## src/rtl/imem_loader_pkg.sv

```systemverilog
// imem_loader_pkg: shared types and constants for the instruction memory loader.
//   loader_state_t  - loader FSM states
//   BYTES_PER_WORD  - bytes assembled into one 32-bit instruction word
package imem_loader_pkg;

  typedef enum logic [2:0] {
    IDLE,
    HDR,
    DATA,
    CSUM,
    DONE
  } loader_state_t;

  localparam int BYTES_PER_WORD = 4;

endpackage

```

## src/rtl/word_assembler.sv

```systemverilog
// word_assembler: collects bytes LSB-first into a 32-bit word and keeps a
// running XOR of every byte it accepts.
//   clk, reset   - clock, async active-high reset
//   clear        - synchronous clear of counter, shift register and XOR
//   shift_en     - accept byte_in this cycle
//   byte_in      - incoming byte
//   word_next    - full word including byte_in (valid when word_ready)
//   acc          - XOR of all bytes accepted since the last clear
//   word_ready   - byte_in completes a word this cycle
module word_assembler
  import imem_loader_pkg::*;
(
  input  logic        clk,
  input  logic        reset,
  input  logic        clear,
  input  logic        shift_en,
  input  logic [7:0]  byte_in,
  output logic [31:0] word_next,
  output logic [7:0]  acc,
  output logic        word_ready
);

  // Only the three earlier bytes need storage; the fourth arrives live on
  // byte_in and is merged in word_next.
  logic [23:0] sreg;
  logic [1:0]  byte_cnt;

  assign word_next  = {byte_in, sreg};
  assign word_ready = shift_en && (byte_cnt == 2'(BYTES_PER_WORD - 1));

  always_ff @(posedge clk or posedge reset) begin
    if (reset) begin
      sreg     <= '0;
      byte_cnt <= '0;
      acc      <= '0;
    end else if (clear) begin
      sreg     <= '0;
      byte_cnt <= '0;
      acc      <= '0;
    end else if (shift_en) begin
      sreg     <= word_next[31:8];
      byte_cnt <= byte_cnt + 2'd1;
      acc      <= acc ^ byte_in;
    end
  end

endmodule

```

## src/rtl/imem_loader.sv

```systemverilog
// imem_loader: boot-time loader. Parses a framed byte stream
// (count byte, 4*N data bytes LSB-first, XOR checksum byte) and writes the
// assembled words sequentially into the instruction memory write port.
//   clk, reset          - clock, async active-high reset
//   start               - begin a load (only from IDLE or DONE)
//   rx_valid/rx_data    - byte source
//   rx_ready            - loader accepts a byte (HDR, DATA, CSUM)
//   we/waddr/wdata      - registered instruction memory write port
//   busy                - load in progress
//   done/err            - load finished / load failed (err valid with done)
module imem_loader
  import imem_loader_pkg::*;
#(
  parameter int alen = 6,
  parameter int ilen = 32
) (
  input  logic            clk,
  input  logic            reset,
  input  logic            start,
  input  logic            rx_valid,
  input  logic [7:0]      rx_data,
  output logic            rx_ready,
  output logic            we,
  output logic [alen-1:0] waddr,
  output logic [ilen-1:0] wdata,
  output logic            busy,
  output logic            done,
  output logic            err
);

  localparam int DEPTH = 2 ** alen;

  loader_state_t state, state_next;

  // One extra bit so a count of exactly DEPTH is representable.
  logic [alen:0] word_idx;
  logic [alen:0] n_words;

  logic        accept, clear;
  logic        hdr_zero, hdr_big, last_word;
  logic [31:0] word_next;
  logic [7:0]  acc;
  logic        word_ready;

  assign busy     = (state == HDR) || (state == DATA) || (state == CSUM);
  assign rx_ready = busy;
  assign done     = (state == DONE);
  assign accept   = rx_valid && rx_ready;
  assign clear    = start && ((state == IDLE) || (state == DONE));

  assign hdr_zero  = (rx_data == 8'd0);
  assign hdr_big   = (32'(rx_data) > DEPTH);
  assign last_word = (word_idx == n_words - (alen+1)'(1));

  word_assembler u_asm (
    .clk        (clk),
    .reset      (reset),
    .clear      (clear),
    .shift_en   (accept && (state == DATA)),
    .byte_in    (rx_data),
    .word_next  (word_next),
    .acc        (acc),
    .word_ready (word_ready)
  );

  always_ff @(posedge clk or posedge reset) begin
    if (reset) state <= IDLE;
    else       state <= state_next;
  end

  always_comb begin
    state_next = state;
    case (state)
      IDLE, DONE: if (start) state_next = HDR;
      HDR:
        if (accept) begin
          if (hdr_zero || hdr_big) state_next = DONE;
          else                     state_next = DATA;
        end
      DATA: if (word_ready && last_word) state_next = CSUM;
      CSUM: if (accept) state_next = DONE;
      default: state_next = IDLE;
    endcase
  end

  always_ff @(posedge clk or posedge reset) begin
    if (reset) begin
      we       <= 1'b0;
      waddr    <= '0;
      wdata    <= '0;
      word_idx <= '0;
      n_words  <= '0;
      err      <= 1'b0;
    end else begin
      we <= 1'b0;
      if (clear) begin
        word_idx <= '0;
        n_words  <= '0;
        err      <= 1'b0;
      end
      if (state == HDR && accept) begin
        n_words <= (alen+1)'(rx_data);
        err     <= hdr_big;
      end
      if (word_ready) begin
        we       <= 1'b1;
        waddr    <= word_idx[alen-1:0];
        wdata    <= ilen'(word_next);
        word_idx <= word_idx + (alen+1)'(1);
      end
      if (state == CSUM && accept) err <= (rx_data != acc);
    end
  end

endmodule

```

## config.mk

```make
export PLATFORM = sky130hd
export DESIGN_NAME = imem_loader
export DESIGN_NICKNAME = d
export VERILOG_FILES = /design/src/rtl/imem_loader_pkg.sv /design/src/rtl/word_assembler.sv /design/src/rtl/imem_loader.sv
export SDC_FILE = /design/constraint.sdc
export NUM_CORES = 1
export LEC_CHECK = 0
export ABC_AREA = 1
export CAP_MARGIN = 10
export CORE_MARGIN = 2
export CORE_UTILIZATION = 30
export DETAILED_ROUTE_END_ITERATION = 8
export DONT_BUFFER_PORTS = 1
export PLACE_DENSITY = 0.44
export REMOVE_ABC_BUFFERS = 1
export SYNTH_ARGS = -nofsm -noshare
export SYNTH_HDL_FRONTEND = slang
export SYNTH_SLANG_ARGS = --single-unit
```

## constraint.sdc

```tcl
create_clock -name clk -period 3.9 [get_ports clk]
set_input_delay 0.585 -clock clk [delete_from_list [all_inputs] [get_ports clk]]
set_output_delay 0.585 -clock clk [all_outputs]
set_load 0.005 [all_outputs]
```

# Word-level counts from Yosys, hierarchy flattened
# Cells that the tools add are included.
# Widths: inputs -> output; s select.
[word_totals]
register_bits = 91
output_inout_bits = 43
[classes]
addsub = 3
order_cmp = 1
n_eq_ne = 11
mux = 19
n_bitwise = 1
n_reduce_logical = 19
[op_table]
columns = ["cell", "count"]
rows = [
  ["$mux 24", 2],
  ["$mux 7", 3],
  ["$mux 8", 2],
  ["$mux 3", 5],
  ["$pmux 3 s4", 1],
  ["$gt 8x7->1 const B", 1],
  ["$logic_not 8->1", 1],
  ["$ne 8x8->1", 1],
  ["$xor 8x8->8", 1],
  ["$add 7x1->7 const B", 1],
  ["$eq 7x7->1", 1],
  ["$logic_and 1x1->1", 7],
  ["$sub 7x1->7 const B", 1],
  ["$eq 3x2->1 const B", 2],
  ["$ne 2x2->1 const B", 3],
  ["$reduce_bool 2->1", 3],
  ["$logic_or 1x1->1", 4],
  ["$mux 1", 4],
  ["$mux 2", 2],
  ["$reduce_and 4->1", 1],
  ["$eq 3x1->1 const B", 1],
  ["$eq 3x3->1 const B", 1],
  ["$logic_not 3->1", 1],
  ["$reduce_bool 3->1", 1],
  ["4 further kinds", 4],
]

# Logic depth before layout (Yosys ltp)
[logic_depth]
word_depth = 9
depth_mapped = 13
depth_no_buf = 13

# Modules after synthesis
# Synthesis repeated with hierarchy kept, for this count alone.
[unflattened]
hier_cells = 525
area_unflattened_um2 = 4289.1
[modules_own_cells]
columns = ["module", "n_inst", "cells_each", "area_each_um2", "seq_area_each_um2"]
rows = [
  ["imem_loader", 1, 357, 2802.7, 1426.4],
  ["word_assembler", 1, 168, 1486.4, 850.8],
]

# Worst setup path after synthesis
# No wires, ideal clock.
[synth_path]
path_kind = "register -> register"
startpoint = "reg n_words[0]"
endpoint = "reg state[2]"
setup_time_ps = 117
arrival_ps = 1379
slack_ps = 2404
stages_incl_launch_ff = 14
path_buffers = 0
period_less_slack_ps = 1496
path_cell_list = "dfrtp_1 inv_1 ha_1 nand2_1 nor2_1 nand2_1 nand2_1 nand2_1 nor2_1 nand3_1 nand2_2 nand2_1 nand2_1 nand2_1"
[synth_between]
elab_chain_cells = 5
[synth_rtl]
columns = ["element", "line_no", "source"]
rows = [
  ["start, declared", "imem_loader.sv:37", "logic [alen:0] n_words;"],
  ["start signal, assigned", "imem_loader.sv:102", "n_words <= (alen+1)'(rx_data);"],
  ["$sub 7x1->7", "imem_loader.sv:53", "assign last_word = (word_idx == n_words - (alen+1)'(1));"],
  ["$eq 7x7->1", "imem_loader.sv:53", ""],
  ["$logic_and 1x1->1", "imem_loader.sv:80", "DATA: if (word_ready && last_word) state_next = CSUM;"],
  ["$ne 2x1->1 (no source line)", "-", ""],
  ["$reduce_and 4->1 (no source line)", "-", ""],
  ["end signal, assigned", "imem_loader.sv:68", "else state <= state_next;"],
  ["end, declared", "imem_loader.sv:33", "loader_state_t state, state_next;"],
]
# No other way between the ends.
# A chain may end at the register's enable or synchronous reset.

# Worst setup path in the final report
[layout_path]
startpoint = "reg state[2]"
endpoint = "reg wdata[24]"
[layout_between]
elab_chain_cells = 6
word_cells_on_any_way = 8
[layout_rtl]
columns = ["element", "line_no", "source"]
rows = [
  ["$eq 3x1->1 or $eq 3x2->1 (tied branches)", "imem_loader.sv:45, imem_loader.sv:59", ""],
  ["$logic_or 1x1->1 (2 in a row)", "imem_loader.sv:45", "assign busy = (state == HDR) || (state == DATA) || (state == CSUM);"],
  ["$logic_and 1x1->1", "imem_loader.sv:48", "assign accept = rx_valid && rx_ready;"],
  ["$logic_and 1x1->1 *", "imem_loader.sv:59", ".shift_en (accept && (state == DATA)),"],
  ["$logic_and 1x1->1 *", "word_assembler.sv:29", "assign word_ready = shift_en && (byte_cnt == 2'(BYTES_PER_WORD - 1));"],
  ["end signal, assigned", "imem_loader.sv:108", "wdata <= ilen'(word_next);"],
  ["end, declared", "imem_loader.sv:25", "output logic [ilen-1:0] wdata,"],
]
# Every way passes the cells marked *; elsewhere a longest branch is shown, timed or not.

==> metrics.md <==
| Metric | Value |
|---|---|
| LEAKAGE | `2.08 nW` |
| Area of the mapped netlist | `just under 4000 sq um` |
| Crit. End Element | `register` |
| Die area | `13900 sq um` |
| Final Hold Fails | `0` |
| Synth cell types | `25` |
| Status | `completed` |
| Top-level port count | `55` |
| Setup violators final | `0` |
| CTS Root Cell | `clkbuf_16` |
| Post-CTS setup buffer count | `0` |
| Register area | `~2300 sq um` |
| CTS sink count | `between 90 and 100` |
| Skew final | `0.00523 ns` |
| Max-Slew Margin vs Limit | `39.5%` |
| Buffers added on ports | `0` |
| Hpwl dp | `5680 um` |
| Initial core utilization | `30.8%` |
| Hold WC Path Type | `input port to async pin` |
| Largest net degree at the start of global routing | `73` |
| Reg2Reg Depth | `8` |
| Antenna violations before repair | `0` |
| Post-layout nets | `442` |
| Multi-input gate area | `about 1300 sq um` |
| Post-route minimum period | `2.42 ns` |
| R2R Setup Slk | `~1.5 ns` |
| RSZ-0062 raised after global routing | `no` |
| Remaining DRCs | `0` |
| Layout area overhead | `11.7%` |
| Top-count cell post-synth | `nand2_1` |
| Final wirelength | `between 8000 and 9000 um` |
| Top_reg_cell synth | `dfrtp_1` |
| Rows | `41` |
| Htree depth | `3` |
| Vias per cell | `4.63` |
| Top cells by area, synth | `dfrtp_1, nand2_1, o21ai_0` |
| Setup Crit Path Kind | `register to register` |
| Clk_lat worst skew | `0.35 ns` |
| Layout cell share with drive strength beyond 1 | `5.56%` |
| Cell Count, Final, Fillers Out | `604` |
| Inst Count DP | `slightly below 600` |
| Cts hold-fix bufs | `0` |
| 1st-pass router iterations | `4` |
| Least-Margin Pin Slew | `0.908 ns` |
| Max Cap Violations | `0` |
| Final period util | `between 60% and 70%` |
| Critical Path AT | `approximately 2.6 ns` |
| Antenna diodes | `0` |
| CP max FO | `51` |
| CTS tree | `yes` |
| First-pass GRT wire length | `15100 um` |
| Pwr dens | `667 nW/um^2` |
| Die height | `around 120 um` |
| Die W | `118 um` |
| Share of the synthesized area in the top cell type | `58.5%` |
| WL/cell | `14.3 um` |
| Max Transition Viols Final | `0` |
| CTS max path bufs | `2` |
| Setup crit start | `state[2]` |
| DRT iter0 DRCs | `166` |
| GP Congestion | `0.803` |
| CTS clk-pin slew, worst paths | `0.06 ns` |
| Number of synthesized flops with an enable pin | `0` |
| Worst Path Required | `4.10 ns` |
| Top cells by count, synth | `nand2_1, dfrtp_1, inv_1` |
| Crit Reg-Reg Startpoint | `state[2]` |
| Post_cts resized | `0` |
| Register area share after synthesis | `between 50 and 60%` |
| Setup TNS | `0 ns` |
| Max frequency | `a little over 0.4 GHz` |
| Grt total ovfl | `0` |
| Avg Cell Area, Syn | `9.05 sq um` |
| Vias in the first global route | `2908` |
| Ys async rst share | `100%` |
| Total CTS buffers | `9` |
| RR Endpoint | `wdata[24]` |
| DR vias | `about 2800` |
| Post-synthesis register bit count | `91` |
| Core area | `between 10000 and 15000 sq um` |
| Peak supply drop | `234 uV` |
| Syn Inst Count | `430` |
| Startpoint Class | `register` |
| Post-route ant nets | `0` |
| Synth area leader | `dfrtp_1` |
| Yosys warns | `0` |
| Tot GR Track Use | `13.7%` |
| Overall power | `0.00290 W` |
| Fill count | `about 1300` |
[final cells by class]
| cell class | instances | share of cell area (%) |
|---|---|---|
| Tap cell | 172 | 4.95 |
| Timing Repair Buffer | 4 | 0.691 |
| Sequential cell | 91 | 52.4 |
| Inverter | 60 | 5.24 |
| Clock buffer | 12 | 5.67 |
| Clock inverter | 4 | 1.15 |
| Multi-Input combinational cell | 261 | 29.9 |
[layer usage]
layer / track usage (%) / vias to the layer above / routed length (um) / part of all wire [%]
met3: 5.04 / 10 / 526 / 6.1
met1: 17.5 / 1336 / 4070 / 47
met4: 4.89 / 0 / 129 / 1.5
met5: 0 / - / 0 / 0
met2: 21.3 / 55 / 3900 / 45
li1: - / 1398 / - / -
[critical path, cell delays in order, from the launching register on]
cell     delay (ns)
dfrtp_1        0.44
inv_1          0.15
nand4_2        0.08
buf_4          0.27
nor2_2         0.42
inv_2          0.42
buf_4          0.32
nand2_1        0.06
o21ai_0        0.07
[where the power goes]
group	switching, W	leakage [nW]	internal [W]
sequential	0.000144	1.25	0.00115
clock	0.000363	0.139	0.000513
combinational	0.000477	0.687	0.000258
total	0.000984	2.08	0.00192
[layout by cell type (no fill, tap or decap), drive strengths merged, types with 4 or more instances in the layout]
master / count
buf: 4
clkbuf: 12
dfrtp: 91
inv: 60
nand2: 100
nand3: 28
nand4: 5
nor2: 22
o21ai: 47
o22ai: 31
xnor2: 5
xor2: 7
[flip-flops by register name, summed over array words and instances, names as in the netlist]
signal / flops
err: 1
n_words: 7
state: 3
u_asm.acc: 8
u_asm.byte_cnt: 2
u_asm.sreg: 24
waddr: 6
wdata: 32
we: 1
word_idx: 7
[how the worst max path moves through the flow]
| stage | endpoint | slack [ns] | cells after the start |
|---|---|---|---|
| after CTS | wdata[24] | 1.45 | 8 |
| final | wdata[24] | 1.48 | 8 |
| after detailed placement | wdata[0] | 1.43 | 6 |
| after global placement | wdata[16] | 1.50 | 6 |
| after floorplan | err | 0.95 | 1 |
| after global routing | wdata[2] | 1.21 | 8 |
[stage by stage]
stage	instance area, sq um	hold WS (ns)	utilization (%)	worst slack, ns
2_1_floorplan	3800	0.450	-	0.951
3_3_place_gp	4050	0.466	32.1	1.50
3_5_place_dp	4050	0.473	32.1	1.43
4_1_cts	4350	0.355	34.4	1.45
5_1_grt	4350	0.406	34.4	1.21
6_report	4350	0.308	34.4	1.48
[logic make-up after synthesis]
kind of cell | synth area share (%)
AO/OA/AOI/OAI | 12.7
XOR/XNOR | 2.70
adder cells (fa/ha/maj) | 0.965
buffers and inverters | 8.07
flip-flops | 58.5
AND/OR/NAND/NOR | 17.0
Power figures use the tool's default switching activity.
